[config.mk]
export PLATFORM = sky130hd
export DESIGN_NAME = pixel_to_zbt_writer_flat
export DESIGN_NICKNAME = d
export VERILOG_FILES = /design/src/rtl/zbt_pkg.sv /design/src/rtl/pixel_to_zbt_writer_if.sv /design/src/rtl/zbt_write_fifo.sv /design/src/rtl/pixel_to_zbt_writer.sv /design/src/flat_wrapper.sv
export SDC_FILE = /design/constraint.sdc
export NUM_CORES = 1
export LEC_CHECK = 0
export ABC_AREA = 0
export BUFFER_PORTS_ARGS = -buffer_cell sky130_fd_sc_hd__buf_4
export CAP_MARGIN = 20
export CORE_UTILIZATION = 45
export DETAILED_ROUTE_END_ITERATION = 12
export HOLD_SLACK_MARGIN = 0.05
export PLACE_DENSITY = 0.61
export SLEW_MARGIN = 10
export SYNTH_ARGS = -nofsm -noshare
export SYNTH_HDL_FRONTEND = slang
export SYNTH_SLANG_ARGS = --single-unit
[constraint.sdc]
create_clock -name clk -period 7.4 [get_ports clk]
set_input_delay 1.11 -clock clk [delete_from_list [all_inputs] [get_ports clk]]
set_output_delay 1.11 -clock clk [all_outputs]
set_load 0.1 [all_outputs]
[src/rtl/zbt_pkg.sv]
// Shared types and widths for the ZBT write path.
package zbt_pkg;
  localparam int ZBT_ADDR_W = 19;
  localparam int ZBT_DATA_W = 36;
  localparam int PIX_W      = 8;

  typedef enum logic [1:0] {IDLE, CAPTURE, DRAIN} wr_state_e;

  typedef struct packed {
    logic [ZBT_ADDR_W-1:0] addr;
    logic [ZBT_DATA_W-1:0] data;
  } zbt_wr_t;
endpackage

[src/rtl/pixel_to_zbt_writer_if.sv]
// ZBT write-bus: slot grant from display timing in, one-cycle write strobe out.
interface pixel_to_zbt_writer_if;
  import zbt_pkg::*;
  logic                  write_slot;
  logic                  zbt_we;
  logic [ZBT_ADDR_W-1:0] zbt_write_addr;
  logic [ZBT_DATA_W-1:0] zbt_write_data;

  modport master (input write_slot, output zbt_we, zbt_write_addr, zbt_write_data);
  modport slave  (output write_slot, input zbt_we, zbt_write_addr, zbt_write_data);
endinterface

[src/rtl/zbt_write_fifo.sv]
// Small sync FIFO of {addr,data} entries; head comes straight from the storage flops.
module zbt_write_fifo import zbt_pkg::*; #(
  parameter int DEPTH = 4
) (
  input  logic                   clk,
  input  logic                   reset,
  input  logic                   push,
  input  logic                   pop,
  input  zbt_wr_t                wdata,
  output zbt_wr_t                head,
  output logic                   empty,
  output logic                   full,
  output logic [$clog2(DEPTH):0] count
);
  localparam int AW = $clog2(DEPTH);

  zbt_wr_t       mem_q [DEPTH];
  logic [AW-1:0] wr_ptr_q, wr_ptr_d, rd_ptr_q, rd_ptr_d;
  logic [AW:0]   cnt_q, cnt_d;
  logic          do_push, do_pop;

  // A push into a full FIFO still lands when the same cycle pops.
  always_comb begin
    do_pop   = pop && (cnt_q != '0);
    do_push  = push && ((cnt_q != (AW+1)'(DEPTH)) || do_pop);
    wr_ptr_d = wr_ptr_q + AW'(do_push);
    rd_ptr_d = rd_ptr_q + AW'(do_pop);
    cnt_d    = cnt_q + (AW+1)'(do_push) - (AW+1)'(do_pop);
  end

  always_ff @(posedge clk) begin
    if (reset) begin
      wr_ptr_q <= '0;
      rd_ptr_q <= '0;
      cnt_q    <= '0;
    end else begin
      wr_ptr_q <= wr_ptr_d;
      rd_ptr_q <= rd_ptr_d;
      cnt_q    <= cnt_d;
    end
  end

  always_ff @(posedge clk) begin
    if (do_push) mem_q[wr_ptr_q] <= wdata;
  end

  assign head  = mem_q[rd_ptr_q];
  assign empty = (cnt_q == '0);
  assign full  = (cnt_q == (AW+1)'(DEPTH));
  assign count = cnt_q;
endmodule

[src/rtl/pixel_to_zbt_writer.sv]
// Packs 4 pixels per ZBT word at a raster address and issues queued writes in granted bus slots.
module pixel_to_zbt_writer import zbt_pkg::*; #(
  parameter int                    H_PIXELS   = 640,
  parameter int                    V_LINES    = 480,
  parameter logic [ZBT_ADDR_W-1:0] BASE_ADDR  = '0,
  parameter int                    FIFO_DEPTH = 4
) (
  input  logic                  clk,
  input  logic                  reset,
  input  logic                  frame_start,
  input  logic                  line_start,
  input  logic                  pix_valid,
  input  logic [PIX_W-1:0]      pix_data,
  pixel_to_zbt_writer_if.master bus,
  output logic                  frame_done,
  output logic                  overflow
);
  localparam int WPL = H_PIXELS / 4;

  wr_state_e             state_q, state_d;
  logic [ZBT_ADDR_W-1:0] row_q, row_d, col_q, col_d;
  logic [1:0]            idx_q, idx_d;
  logic [ZBT_DATA_W-1:0] word_q, word_d;
  logic                  first_q, first_d;
  logic                  done_q, done_d, ovf_q, ovf_d;
  zbt_wr_t               last_q, last_d;

  zbt_wr_t                    push_ent, head;
  logic                       push, pop, drop, pix_ok;
  logic                       fifo_empty, fifo_full;
  logic [$clog2(FIFO_DEPTH):0] fifo_cnt;

  assign pop      = bus.write_slot && !fifo_empty;
  assign drop     = push && fifo_full && !pop;
  assign push_ent = '{addr: BASE_ADDR + row_q * ZBT_ADDR_W'(WPL) + col_q, data: word_d};

  always_comb begin
    state_d = state_q;
    row_d   = row_q;
    col_d   = col_q;
    idx_d   = idx_q;
    word_d  = word_q;
    first_d = first_q;
    done_d  = 1'b0;
    push    = 1'b0;
    last_d  = pop ? head : last_q;
    ovf_d   = (frame_start ? 1'b0 : ovf_q) | drop;
    pix_ok  = (state_q == CAPTURE) && pix_valid && !line_start && !frame_start &&
              (row_q < ZBT_ADDR_W'(V_LINES)) && (col_q < ZBT_ADDR_W'(WPL));

    if (pix_ok) begin
      word_d[ZBT_DATA_W-1 - 9*int'(idx_q) -: 9] = {pix_data, 1'b0};
      idx_d = idx_q + 2'd1;
      if (idx_q == 2'd3) begin
        push  = 1'b1;
        col_d = col_q + 1'b1;
        if (row_q == ZBT_ADDR_W'(V_LINES-1) && col_q == ZBT_ADDR_W'(WPL-1)) state_d = DRAIN;
      end
    end

    // The first line_start after frame_start opens row 0 rather than advancing.
    if (state_q == CAPTURE && line_start && !frame_start) begin
      if (first_q) first_d = 1'b0;
      else if (row_q < ZBT_ADDR_W'(V_LINES)) row_d = row_q + 1'b1;
      col_d = '0;
      idx_d = '0;
    end

    if (state_q == DRAIN && !frame_start) begin
      if (fifo_empty) state_d = IDLE;
      else if (pop && fifo_cnt == 1) begin
        state_d = IDLE;
        done_d  = 1'b1;
      end
    end

    if (frame_start) begin
      state_d = CAPTURE;
      row_d   = '0;
      col_d   = '0;
      idx_d   = '0;
      first_d = !line_start;
    end
  end

  always_ff @(posedge clk) begin
    if (reset) begin
      state_q <= IDLE;
      row_q   <= '0;
      col_q   <= '0;
      idx_q   <= '0;
      word_q  <= '0;
      first_q <= 1'b0;
      done_q  <= 1'b0;
      ovf_q   <= 1'b0;
      last_q  <= '0;
    end else begin
      state_q <= state_d;
      row_q   <= row_d;
      col_q   <= col_d;
      idx_q   <= idx_d;
      word_q  <= word_d;
      first_q <= first_d;
      done_q  <= done_d;
      ovf_q   <= ovf_d;
      last_q  <= last_d;
    end
  end

  zbt_write_fifo #(.DEPTH(FIFO_DEPTH)) u_fifo (
    .clk   (clk),
    .reset (reset),
    .push  (push),
    .pop   (pop),
    .wdata (push_ent),
    .head  (head),
    .empty (fifo_empty),
    .full  (fifo_full),
    .count (fifo_cnt)
  );

  // Address/data follow the FIFO head only while writing, otherwise hold the last write.
  assign bus.zbt_we         = pop;
  assign bus.zbt_write_addr = pop ? head.addr : last_q.addr;
  assign bus.zbt_write_data = pop ? head.data : last_q.data;
  assign frame_done         = done_q;
  assign overflow           = ovf_q;
endmodule
[src/flat_wrapper.sv]
// flat-port wrapper written by rule: the top's interface ports become plain ports
module pixel_to_zbt_writer_flat import zbt_pkg::*;
#(
  parameter int                    H_PIXELS   = 640,
  parameter int                    V_LINES    = 480,
  parameter logic [ZBT_ADDR_W-1:0] BASE_ADDR  = '0,
  parameter int                    FIFO_DEPTH = 4
)
  (clk, reset, frame_start, line_start, pix_valid, pix_data, frame_done, overflow, bus_write_slot, bus_zbt_we, bus_zbt_write_addr, bus_zbt_write_data);
  pixel_to_zbt_writer_if bus_i ();
  input  logic clk;
  input  logic reset;
  input  logic frame_start;
  input  logic line_start;
  input  logic pix_valid;
  input  logic [PIX_W-1:0] pix_data;
  output logic frame_done;
  output logic overflow;
  input wire logic [$bits(bus_i.write_slot)-1:0] bus_write_slot;
  output wire logic [$bits(bus_i.zbt_we)-1:0] bus_zbt_we;
  output wire logic [$bits(bus_i.zbt_write_addr)-1:0] bus_zbt_write_addr;
  output wire logic [$bits(bus_i.zbt_write_data)-1:0] bus_zbt_write_data;
  assign bus_i.write_slot = bus_write_slot;
  assign bus_zbt_we = bus_i.zbt_we;
  assign bus_zbt_write_addr = bus_i.zbt_write_addr;
  assign bus_zbt_write_data = bus_i.zbt_write_data;
  pixel_to_zbt_writer #(.H_PIXELS(H_PIXELS), .V_LINES(V_LINES), .BASE_ADDR(BASE_ADDR), .FIFO_DEPTH(FIFO_DEPTH)) u_core (.clk(clk), .reset(reset), .frame_start(frame_start), .line_start(line_start), .pix_valid(pix_valid), .pix_data(pix_data), .bus(bus_i), .frame_done(frame_done), .overflow(overflow));
endmodule
; ---- Word-level counts from Yosys, hierarchy flattened
; Memories as Yosys holds them, arrays and structs flattened. A register that Yosys moved wholly into a read port is not among the register bits.
; Cells that the tools add are included.
[word_totals]
ff_bits = 143
ramBits = 220
inputBits = 14
out_inout_bits = 58
word_cells = 90
memories = 1
[mem_list]
columns = name, depth, word_bits, rd, rd_ports_with_merged_regs, wr, line_no
row1 = u_core.u_fifo.mem_q, 4, 55, 1, 1, 1, zbt_write_fifo.sv:17  ; zbt_wr_t mem_q [DEPTH];
[op_classes]
add_sub_neg = 10
multipliers = 2
magnitude_cmp = 2
n_eq_ne = 8
shifts = 2
muxes = 20
bitwise_logic = 3
reduce_logical = 28
[op_table]
columns = cell, count
row1 = $mux 36, 2
row2 = $shift 9x33->44 const A, 1
row3 = $shiftx 9x33->44, 1
row4 = $add 19x1->19 const B, 2
row5 = $bwmux 36, 1
row6 = $neg 32->33, 1
row7 = $sub 7x32->32 const A, 1
row8 = $add 19x19->19, 1
row9 = $eq 19x8->1 const B, 1
row10 = $eq 19x9->1 const B, 1
row11 = $lt 19x8->1 const B, 1
row12 = $lt 19x9->1 const B, 1
row13 = $mul 19x3->14 const B, 1
row14 = $mux 19, 1
row15 = $logic_and 1x1->1, 15
row16 = $mux 2, 7
row17 = $mux 1, 9
row18 = $mul 4x2->6 const A, 1
row19 = $reduce_or 3->1, 2
row20 = $add 2x1->2, 2
row21 = $eq 2x2->1 const B, 2
row22 = $logic_not 1->1, 4
row23 = $add 3x1->3, 1
row24 = $eq 3x1->1 const B, 1
row25 = 14 further kinds, 15

; ---- Logic depth before layout (Yosys ltp)
[logic_depth]
ltp_word = 11
depth_mapped = 14
mapped_depth_nobuf = 14

; ---- Hierarchy
; A second synthesis with hierarchy kept.
[unflattened]
hier_cells = 1084
hier_area_um2 = 15700.1
[by_module_without_submodules]
columns = module, instances, cells_each, area_per_inst_um2
row1 = zbt_write_fifo, 1, 324, 8395.6
row2 = pixel_to_zbt_writer, 1, 760, 7304.5

; ---- Least setup slack after synthesis
; Ideal clock, no wire load.
[synth_timing]
path_kind = in2reg
start = input port frame_start
end = memory u_core.u_fifo.mem_q[1][0] in the netlist's numbering, enable pin
setup_ns = 0.547
t_arrival_ns = 6.095
t_required_ns = 6.853
path_slack_ns = 0.757
cell_stages = 6
path_buffers = 1
cell_sequence = clkbuf_8 > nor2_1 > nand4_1 > nor4_4 > nand2b_1 > nor3b_1
[synth_via]
elab_chain_len = 8
[synth_rtl]
columns = element, line_no
row1 = from (decl), flat_wrapper.sv:13  ; input logic frame_start;
row2 = $logic_not 1->1, pixel_to_zbt_writer.sv:48  ; pix_ok = (state_q == CAPTURE) && pix_valid && !line_start && !frame_start &&
row3 = $logic_and 1x1->1 (2 in a row), pixel_to_zbt_writer.sv:48
row4 = $logic_and 1x1->1, pixel_to_zbt_writer.sv:49  ; (row_q < ZBT_ADDR_W'(V_LINES)) && (col_q < ZBT_ADDR_W'(WPL));
row5 = $mux 1, pixel_to_zbt_writer.sv:51  ; if (pix_ok) begin
row6 = $logic_and 1x1->1, zbt_write_fifo.sv:25  ; do_push = push && ((cnt_q != (AW+1)'(DEPTH)) || do_pop);
row7 = $mux 1, zbt_write_fifo.sv:44  ; if (do_push) mem_q[wr_ptr_q] <= wdata;
row8 = $mux 1 (implied by the code), zbt_write_fifo.sv:44
row9 = to (decl), zbt_write_fifo.sv:17
; No other way between the ends.

; ---- Final worst setup path
[layout_timing]
start = register u_core.idx_q[0]
end = memory u_core.u_fifo.mem_q[2][7] in the netlist's numbering, enable pin
[layout_via]
elab_chain_len = 6
[layout_rtl]
columns = element, line_no
row1 = from (decl), pixel_to_zbt_writer.sv:22  ; logic [1:0] idx_q, idx_d;
row2 = from (signal assigned), pixel_to_zbt_writer.sv:101  ; idx_q <= idx_d;
row3 = $eq 2x2->1, pixel_to_zbt_writer.sv:54  ; if (idx_q == 2'd3) begin
row4 = $mux 1, pixel_to_zbt_writer.sv:54
row5 = $mux 1, pixel_to_zbt_writer.sv:51
row6 = $logic_and 1x1->1, zbt_write_fifo.sv:25
row7 = $mux 1, zbt_write_fifo.sv:44
row8 = $mux 1 (implied by the code), zbt_write_fifo.sv:44
; No other way between the ends.

==> results.json <==
{
  "status": "completed",
  "r2r_start": "u_core.idx_q[0]$_SDFFE_PP0N_",
  "fmax_ghz": 0.2172,
  "critPathSlowestCell": "dfxtp_1",
  "crit_path_start": "u_core.idx_q[0]$_SDFFE_PP0N_",
  "critPathKind": "register to register",
  "grt_pass1_vias": 8801,
  "drc_errors": 0,
  "postRouteAntennaNets": 0,
  "cts.sinks": 363,
  "async_flop_share_pct": 0,
  "nNetsFinal": 1219,
  "h-tree-depth": 2,
  "cts_setup_buffers": 0,
  "stdcell_count": 1634,
  "io_pins": 72,
  "critical_path.cell_chain": "ha_1 -> inv_1 -> nor4_4 -> nand2b_1 -> inv_1 -> nand2_1 -> nor2_4 -> buf_4",
  "cpMostUsedCell": "inv_1",
  "clockBufferDepth": 3,
  "vias": 8779,
  "fin_area_sq_um": 17830,
  "timing.hold.ws_ns": 0.4646,
  "crit_path_start_kind": "register",
  "powerDensity_nw_per_um2": 373.1,
  "cts_hold_buf": 0,
  "clkLatencyLatePin_ns": 0.53,
  "ys_seq_area_share_pct": 60.89,
  "finalSetupTns_ns": 0,
  "synth_flop_cell": "edfxtp_1",
  "synth.avg_cell_area_sq_um": 14.31,
  "diodes": 0,
  "synthesis.area_sq_um": 15550,
  "mostFrequentLayoutCells": "edfxtp_1, dfxtp_1, nor2b_1, buf_4, mux2_2",
  "placementRows": 67,
  "synthesis.nets": 1151,
  "setup-violations-final": 0,
  "ys_warn_count": 0,
  "cts_tree": "done",
  "die_w_um": 187.9,
  "gr-usage-all-layers_pct": 17.27,
  "critical_path.max_fanout": 33,
  "syn_inst": 1087,
  "timing.final.max_slew_violations": 0,
  "finalHoldViolations": 0,
  "antenna_found_initial": 0,
  "grt-ovfl-total": 0,
  "crit_family": "simple AND/OR/NAND/NOR gates",
  "end_kind": "register",
  "cpPeakStageDelay_ns": 0.90,
  "grt_pass1_wl_mm": 48.53,
  "dr.pass1.iters": 5,
  "rsz0062_at_grt": "false",
  "dp_worst_setup_slack_ns": 2.761,
  "hold_path_startpoint": "u_core.word_q[0]$_SDFF_PP0_",
  "p_leak_nw": 6.125,
  "min_path_type": "register to register",
  "placedInstanceArea_sq_um": 16470,
  "post_cts_resized": 0,
  "fin_util_pct": 52.78,
  "gp_congestion": 0.8611,
  "die_area_sq_um": 35300,
  "ys_types": 76,
  "totalWireLength_mm": 30.04,
  "core_sq_um": 33780,
  "initial_core_util_pct": 46.03,
  "die_h_um": 187.9,
  "wl_per_cell_um": 18.38,
  "p_total_mw": 6.654,
  "grt_max_degree": 74,
  "numPortBuffers": 71,
  "fin_crit_ns": 4.604,
  "final_common_cell": "edfxtp_1",
  "worst_pin_slew_ns": 0.8889,
  "drive_above_1_share_pct": 24.20,
  "crit_buf_inv": 3,
  "clk_pin_slew_ns": 0.06,
  "setup_ws_ns": 2.796,
  "ctsRootBufferMaster": "clkbuf_16",
  "synth_seq_cells": 363,
  "dp.cells": 1561,
  "dpl.hpwl_mm": 19.04,
  "synth_edf_count": 220,
  "first_iter_violations": 500,
  "syn_to_final_growth_pct": 14.68,
  "finClkSkew_ns": 0.007672,
  "relSlewSlack_pct": 40.66,
  "vdd_drop_max_mv": 0.3601,
  "min_period_over_period_pct": 62.22,
  "required_ns": 7.56,
  "critical_path_arrival_ns": 4.77,
  "cap_viol_max_count": 0,
  "cts_made_buffers": 39,
  "via_per_inst": 5.373
}
## area by class of cell
cell class | instances | area (sq um)
clock inverters | 22 | 264.0
clock buffers | 50 | 1090
multi-input cells | 651 | 5764
well taps | 448 | 560.5
repair buffers | 81 | 608.1
inverters | 19 | 71.32
fillers | 2803 | 15950
flip-flops and latches | 363 | 9474
## layer usage
layer  routed length, um  GRT usage [%]  up-vias
met2               14270          27.88      156
met1               14130          24.22     4354
met4                 570          5.066        0
li1                    -              -     4224
met3                1068          2.527       45
met5                   0              0        -
## synth_stat cells (5+ instances only)
master | number | area [sq um]
nand2_1 | 52 | 195.2
dfxtp_1 | 143 | 2863
nand3b_1 | 5 | 37.54
a31oi_1 | 6 | 37.54
nand4_1 | 8 | 50.05
nor2_1 | 50 | 187.7
clkbuf_1 | 25 | 93.84
mux2_2 | 57 | 641.9
and2_1 | 21 | 131.4
o21ai_1 | 5 | 25.02
and3_1 | 6 | 37.54
nor2b_1 | 97 | 606.8
buf_6 | 5 | 56.30
xor2_1 | 12 | 105.1
nand2b_1 | 5 | 31.28
buf_2 | 19 | 95.09
nor3_1 | 24 | 120.1
xnor2_1 | 24 | 210.2
o21ai_0 | 14 | 70.07
mux2i_1 | 13 | 130.1
a21oi_1 | 23 | 115.1
ha_1 | 47 | 588.1
o31ai_1 | 14 | 105.1
inv_1 | 18 | 67.56
edfxtp_1 | 220 | 6606
nand3_1 | 11 | 55.05
a21o_1 | 5 | 37.54
a22o_1 | 12 | 105.1
mux4_2 | 56 | 1261
## power breakdown
group          total (mW)  switching [mW]  internal, mW
Sequential           2.31          0.0786          2.23
Combinational        2.34            1.69         0.644
Clock                2.01           0.786          1.23
Total                6.65            2.56          4.10
## flip-flops by register name (all words and copies together), names as in the netlist
signal and cells:
u_core.u_fifo.mem_q 220, u_core.last_q 55, u_core.word_q 36, u_core.col_q 19, u_core.row_q 19, u_core.u_fifo.count 3
u_core.idx_q 2, u_core.state_q 2, u_core.u_fifo.rd_ptr_q 2, u_core.u_fifo.wr_ptr_q 2, u_core.first_q 1, u_core.frame_done 1
u_core.overflow 1
## cell families after synthesis
logic type,Yosys count,synth area share (%)
AO/OA/AOI/OAI,122,5.600
flip-flops,363,60.89
XOR/XNOR,36,2.028
buffers and inverters,73,2.245
multiplexers,127,13.15
AND/OR/NAND/NOR,316,11.92
adder cells (fa/ha/maj),50,4.168
## worst min-delay path, stage by stage (launching register included)
cell and delay (ns):
dfxtp_1 0.30, nand2_1 0.06, a21oi_1 0.06
## worst paths after layout
path | end | cells after the start | slack (ns)
setup / recovery | u_core.u_fifo.mem_q[2][7]$_DFFE_PP_ | 8 | 2.80
hold / removal | u_core.word_q[0]$_SDFF_PP0_ | 2 | 0.46
setup reg to reg | u_core.u_fifo.mem_q[2][7]$_DFFE_PP_ | 8 | 2.80
hold reg to reg | u_core.word_q[0]$_SDFF_PP0_ | 2 | 0.46
(Power assumes the default switching activity.)
